[src/rtl/rr4_datapath_arbiter.sv]
// Round-robin arbiter sharing one N-bit output register among 4 requesters; one-cycle gnt pulse to the winner.
// Latency: req sampled in T -> out_valid/gnt in T+1; out_ready=0 holds the word (req/data ignored while held).
module rr4_datapath_arbiter #(
  parameter int N = 64
) (
  input  logic         clock,
  input  logic         reset,
  input  logic [3:0]   req,
  input  logic [N-1:0] data0,
  input  logic [N-1:0] data1,
  input  logic [N-1:0] data2,
  input  logic [N-1:0] data3,
  output logic [3:0]   gnt,
  output logic [1:0]   sel,
  output logic         out_valid,
  input  logic         out_ready,
  output logic [N-1:0] out_data
);

  typedef enum logic {IDLE = 1'b0, HOLD = 1'b1} state_t;

  state_t       state_q, state_d;
  logic [1:0]   last_q;
  logic [1:0]   win;
  logic         load;
  logic [N-1:0] win_data;

  // Scan starts just after the last winner, so the last winner has lowest priority.
  always_comb begin
    logic       found;
    logic [1:0] idx;
    found = 1'b0;
    win   = last_q;
    idx   = last_q;
    for (int k = 1; k <= 4; k++) begin
      idx = last_q + 2'(k);
      if (!found && req[idx]) begin
        found = 1'b1;
        win   = idx;
      end
    end
  end

  always_comb begin
    win_data = data0;
    case (win)
      2'd0: win_data = data0;
      2'd1: win_data = data1;
      2'd2: win_data = data2;
      2'd3: win_data = data3;
      default: win_data = data0;
    endcase
  end

  always_comb begin
    state_d = state_q;
    load    = 1'b0;
    case (state_q)
      IDLE: begin
        if (req != 4'b0000) begin
          load    = 1'b1;
          state_d = HOLD;
        end
      end
      HOLD: begin
        if (out_ready) state_d = IDLE;
      end
      default: state_d = IDLE;
    endcase
  end

  always_ff @(posedge clock) begin
    if (reset) begin
      state_q   <= IDLE;
      last_q    <= 2'd3;
      gnt       <= 4'b0000;
      sel       <= 2'd0;
      out_valid <= 1'b0;
      out_data  <= '0;
    end else begin
      state_q   <= state_d;
      out_valid <= (state_d == HOLD);
      gnt       <= load ? (4'b0001 << win) : 4'b0000;
      if (load) begin
        out_data <= win_data;
        sel      <= win;
        last_q   <= win;
      end
    end
  end

endmodule

[config.mk]
export PLATFORM = sky130hd
export DESIGN_NAME = rr4_datapath_arbiter
export DESIGN_NICKNAME = d
export VERILOG_FILES = /design/src/rtl/rr4_datapath_arbiter.sv
export SDC_FILE = /design/constraint.sdc
export NUM_CORES = 1
export LEC_CHECK = 0
export CORE_AREA = 3 3 127 129
export CTS_CLUSTER_DIAMETER = 150
export DETAILED_ROUTE_END_ITERATION = 12
export DIE_AREA = 0 0 130 132
export HOLD_SLACK_MARGIN = 0.06
export PLACE_DENSITY = 0.71
export SLEW_MARGIN = 20
export SYNTH_ARGS = -nofsm -noshare
export SYNTH_HDL_FRONTEND = slang
export SYNTH_SLANG_ARGS = --single-unit
[constraint.sdc]
create_clock -name clock -period 1.9 [get_ports clock]
set_clock_uncertainty 0.2 [all_clocks]
set_input_delay 0.19 -clock clock [delete_from_list [all_inputs] [get_ports clock]]
set_output_delay 0.19 -clock clock [all_outputs]
set_load 0.02 [all_outputs]
==> results.cfg, run 1 <==
[floorplan]
rows = 45
initial_core_util_pct = 29.2
io_pins = 334
core-area_mm2 = 0.0151
dieArea_mm2 = 0.0172
die_x_um = 130
fp.dieH_um = 132

[timing]
worst_pin_slew_ns = 0.381
rsz0062_at_grt = true
finalHoldViolations = 0
report.final.slew_viol_count = 0
slew_headroom_pct = 74.5
fmax_mhz = 533
post-route-min-period_ns = 1.88
setup_viol = 0
post-route-period-util_pct = 98.8

[critical_path]
crit_top_cell = buf_6
cp_num_buf_inv = 2
max_stage_delay_ns = 0.38
crit_fanout = 7
path_delay_family = simple AND/OR/NAND/NOR gates
required_ns = 1.92
reg2reg_slack_ns = 0.02
cp_slowest_cell = dfxtp_4
end_kind = flop
criticalPathCategory = reg -> reg
arrival_ns = 1.90
startpoint_type = flop
crit_path_cell_trace = nor2b_4, buf_6, nor3_2, or2_4, buf_6, a211oi_1, o21ai_1

[clock_tree]
insertion_delay_ns = 0.34
cts_made_buffers = 9
clockBufferDepth = 2
cts_tree = yes
clock-root-buffer = clkbuf_16
hold_buffers = 0
clock_sinks = 73
clkTransAtPathRegs_ns = 0.06
htreeDepth = 3

[global_routing]
grt_max_degree = 37
grt_first_pass_wirelength_um = 31200
antenna_found_initial = 0
grt_usage_pct = 23.2
grt_pass1_vias = 5754
grt-ovfl-total = 0

[detailed_routing]
drt-wirelength-per-cell_um = 21.3
vias_per_cell = 5.47
via_count = 5674
drt_first_pass_iters = 5
drc = 0
ant_nets = 0
wirelength_um = 22100
drtIter0Drc = 274

[finish]
final_cell_mix = clkdlybuf4s50_1 (329), dfxtp_1 (71), nand2_1 (64), o221ai_1 (62), o21ai_1 (61)
fillerInstances = 1296
multi_input_area_mm2 = 0.00282
syn_to_final_growth_pct = 104
drive_gt1_share_pct = 18.1
fin_util_pct = 59.4
nNetsFinal = 1107
final_common_cell = clkdlybuf4s50_1
seqCellArea_mm2 = 0.00147
n_antenna_cell = 0

[synth]
syn_area_per_cell_um2 = 8.91
synth_xor_area_share_pct = 0
ys_seq_area_share_pct = 33.1
synth_warnings = 0
syn_nets = 759
yosys.area_share.simple_pct = 19.0
synth_compound_area_share_pct = 40.6
synthCells = 496
syn_area_mm2 = 0.00442
synthAdderAreaFrac_pct = 0
synth_mux_area_share_pct = 0
synth_top_family_by_area = compound AO/OA/AOI/OAI gates
ys_types = 35
ys_ff_latch = 73

[power_and_ir_drop]
ir_worst_vdd_uv = 472
power_mw = 6.85
p_per_area_mw_per_mm2 = 762
p_leak_nw = 3.18

[place]
gp_congestion = 0.877
dp_hpwl_um = 15400
portBuffers = 333

[run]
maxCapViolCount = 0

[status]
status = complete, no violations

[hold_path]
hold_class = reg -> reg
## layout make-up
cell class	instances	share of cell area [%]
Tap cell	188	2.61
Clock buffer	10	2.66
Clock inverter	6	1.17
Inverter	1	0.0417
Timing Repair Buffer	392	45.8
Sequential cell	73	16.3
Multi-Input combinational cell	367	31.4
## Yosys cell counts
cell / count / area share, %
inv_1: 1 / 0.085
a21oi_2: 1 / 0.20
nor2_4: 1 / 0.25
nand2_1: 65 / 5.5
a32oi_1: 1 / 0.20
a221oi_1: 5 / 0.99
buf_6: 10 / 2.5
a211oi_2: 1 / 0.28
nand2b_1: 5 / 0.71
nand3_2: 1 / 0.23
a22o_1: 1 / 0.20
nor2b_4: 1 / 0.31
o22ai_1: 1 / 0.14
o21ai_0: 5 / 0.57
a211oi_1: 20 / 3.4
and3_1: 1 / 0.14
a221oi_2: 40 / 14
or2_1: 1 / 0.14
clkbuf_1: 14 / 1.2
nor4_1: 1 / 0.14
and2_1: 46 / 6.5
or2_2: 3 / 0.42
nor2_2: 1 / 0.14
dfxtp_1: 73 / 33
o2bb2ai_1: 1 / 0.20
a21oi_1: 5 / 0.57
a2bb2oi_2: 1 / 0.34
nor3b_1: 19 / 3.2
nor2_1: 10 / 0.85
nor2b_1: 1 / 0.14
a21o_1: 2 / 0.34
nor3_1: 2 / 0.23
o221ai_1: 64 / 13
o21ai_1: 61 / 6.9
buf_2: 31 / 3.5
## timing repair
action,4_1_cts,5_1_grt
gates resized for setup,14,33
setup buffers,3,5
setup endpoints to repair,65,62
pin swaps,4,5
cloned,2,4
## final timing paths
kind | end | depth (start not counted) | from
max | out_data[14] | 7 | last_q[0]
min | out_data[55] | 2 | out_data[55]
max reg2reg | out_data[14] | 7 | last_q[0]
min reg2reg | out_data[55] | 2 | out_data[55]
## tightest hold or removal path, stage by stage (launching register included)
cell	delay, ns
dfxtp_1	0.31
nand2_1	0.05
o21ai_1	0.05
## flip-flops by register name, summed over array words and instances, names as in the netlist
| signal | count |
|---|---|
| last_q | 2 |
| out_data | 64 |
| gnt | 4 |
| sel | 2 |
| state_q | 1 |
## metal layers
layer	global-route usage (%)	routed length, um	up-vias
met3	5.39	1660	51
met5	0	0	-
met1	26.0	8500	2694
met2	41.5	11100	285
met4	9.58	796	0
li1	-	-	2644
## report_power, final
group | switching [mW] | internal [mW]
Sequential | 0.119 | 1.75
Clock | 0.693 | 1.31
Combinational | 1.42 | 1.56
## through the flow
| step | hold WS [ns] | TNS [ns] | std cells | setup WS, ns | instance area, um^2 |
|---|---|---|---|---|---|
| global placement | 0.237 | -21.94 | 1007 | -0.415 | 8260 |
| finish | 0.247 | 0 | 1037 | 0.0226 | 9000 |
| floorplan | 0.153 | 0 | 496 | 0.112 | 4420 |
| CTS | 0.250 | -0.244 | 1028 | -0.0200 | 8730 |
| global route | 0.266 | -1.31 | 1037 | -0.0730 | 9000 |
| detailed placement | 0.243 | -24.48 | 1007 | -0.402 | 8260 |
## cells by family after synthesis
kind of cell / count (synthesis)
AO/OA/AOI/OAI: 209
AND/OR/NAND/NOR: 158
flip-flops: 73
buffers and inverters: 56
No activity file was read; power rests on OpenSTA's default activity.
==> inputs of run 2 (changes only) <==
--- a/constraint.sdc
+++ b/constraint.sdc
@@ -4,2 +4,2 @@
 set_output_delay 0.19 -clock clock [all_outputs]
-set_load 0.02 [all_outputs]
+set_load 0.005 [all_outputs]
==> results of run 2 <==
Same layout as run 1 (identical final DEF). Status: complete, no violations.
Among the figures that moved: total power 6.85 mW -> 6.62 mW; worst IR drop on VDD 472 uV -> 470 uV
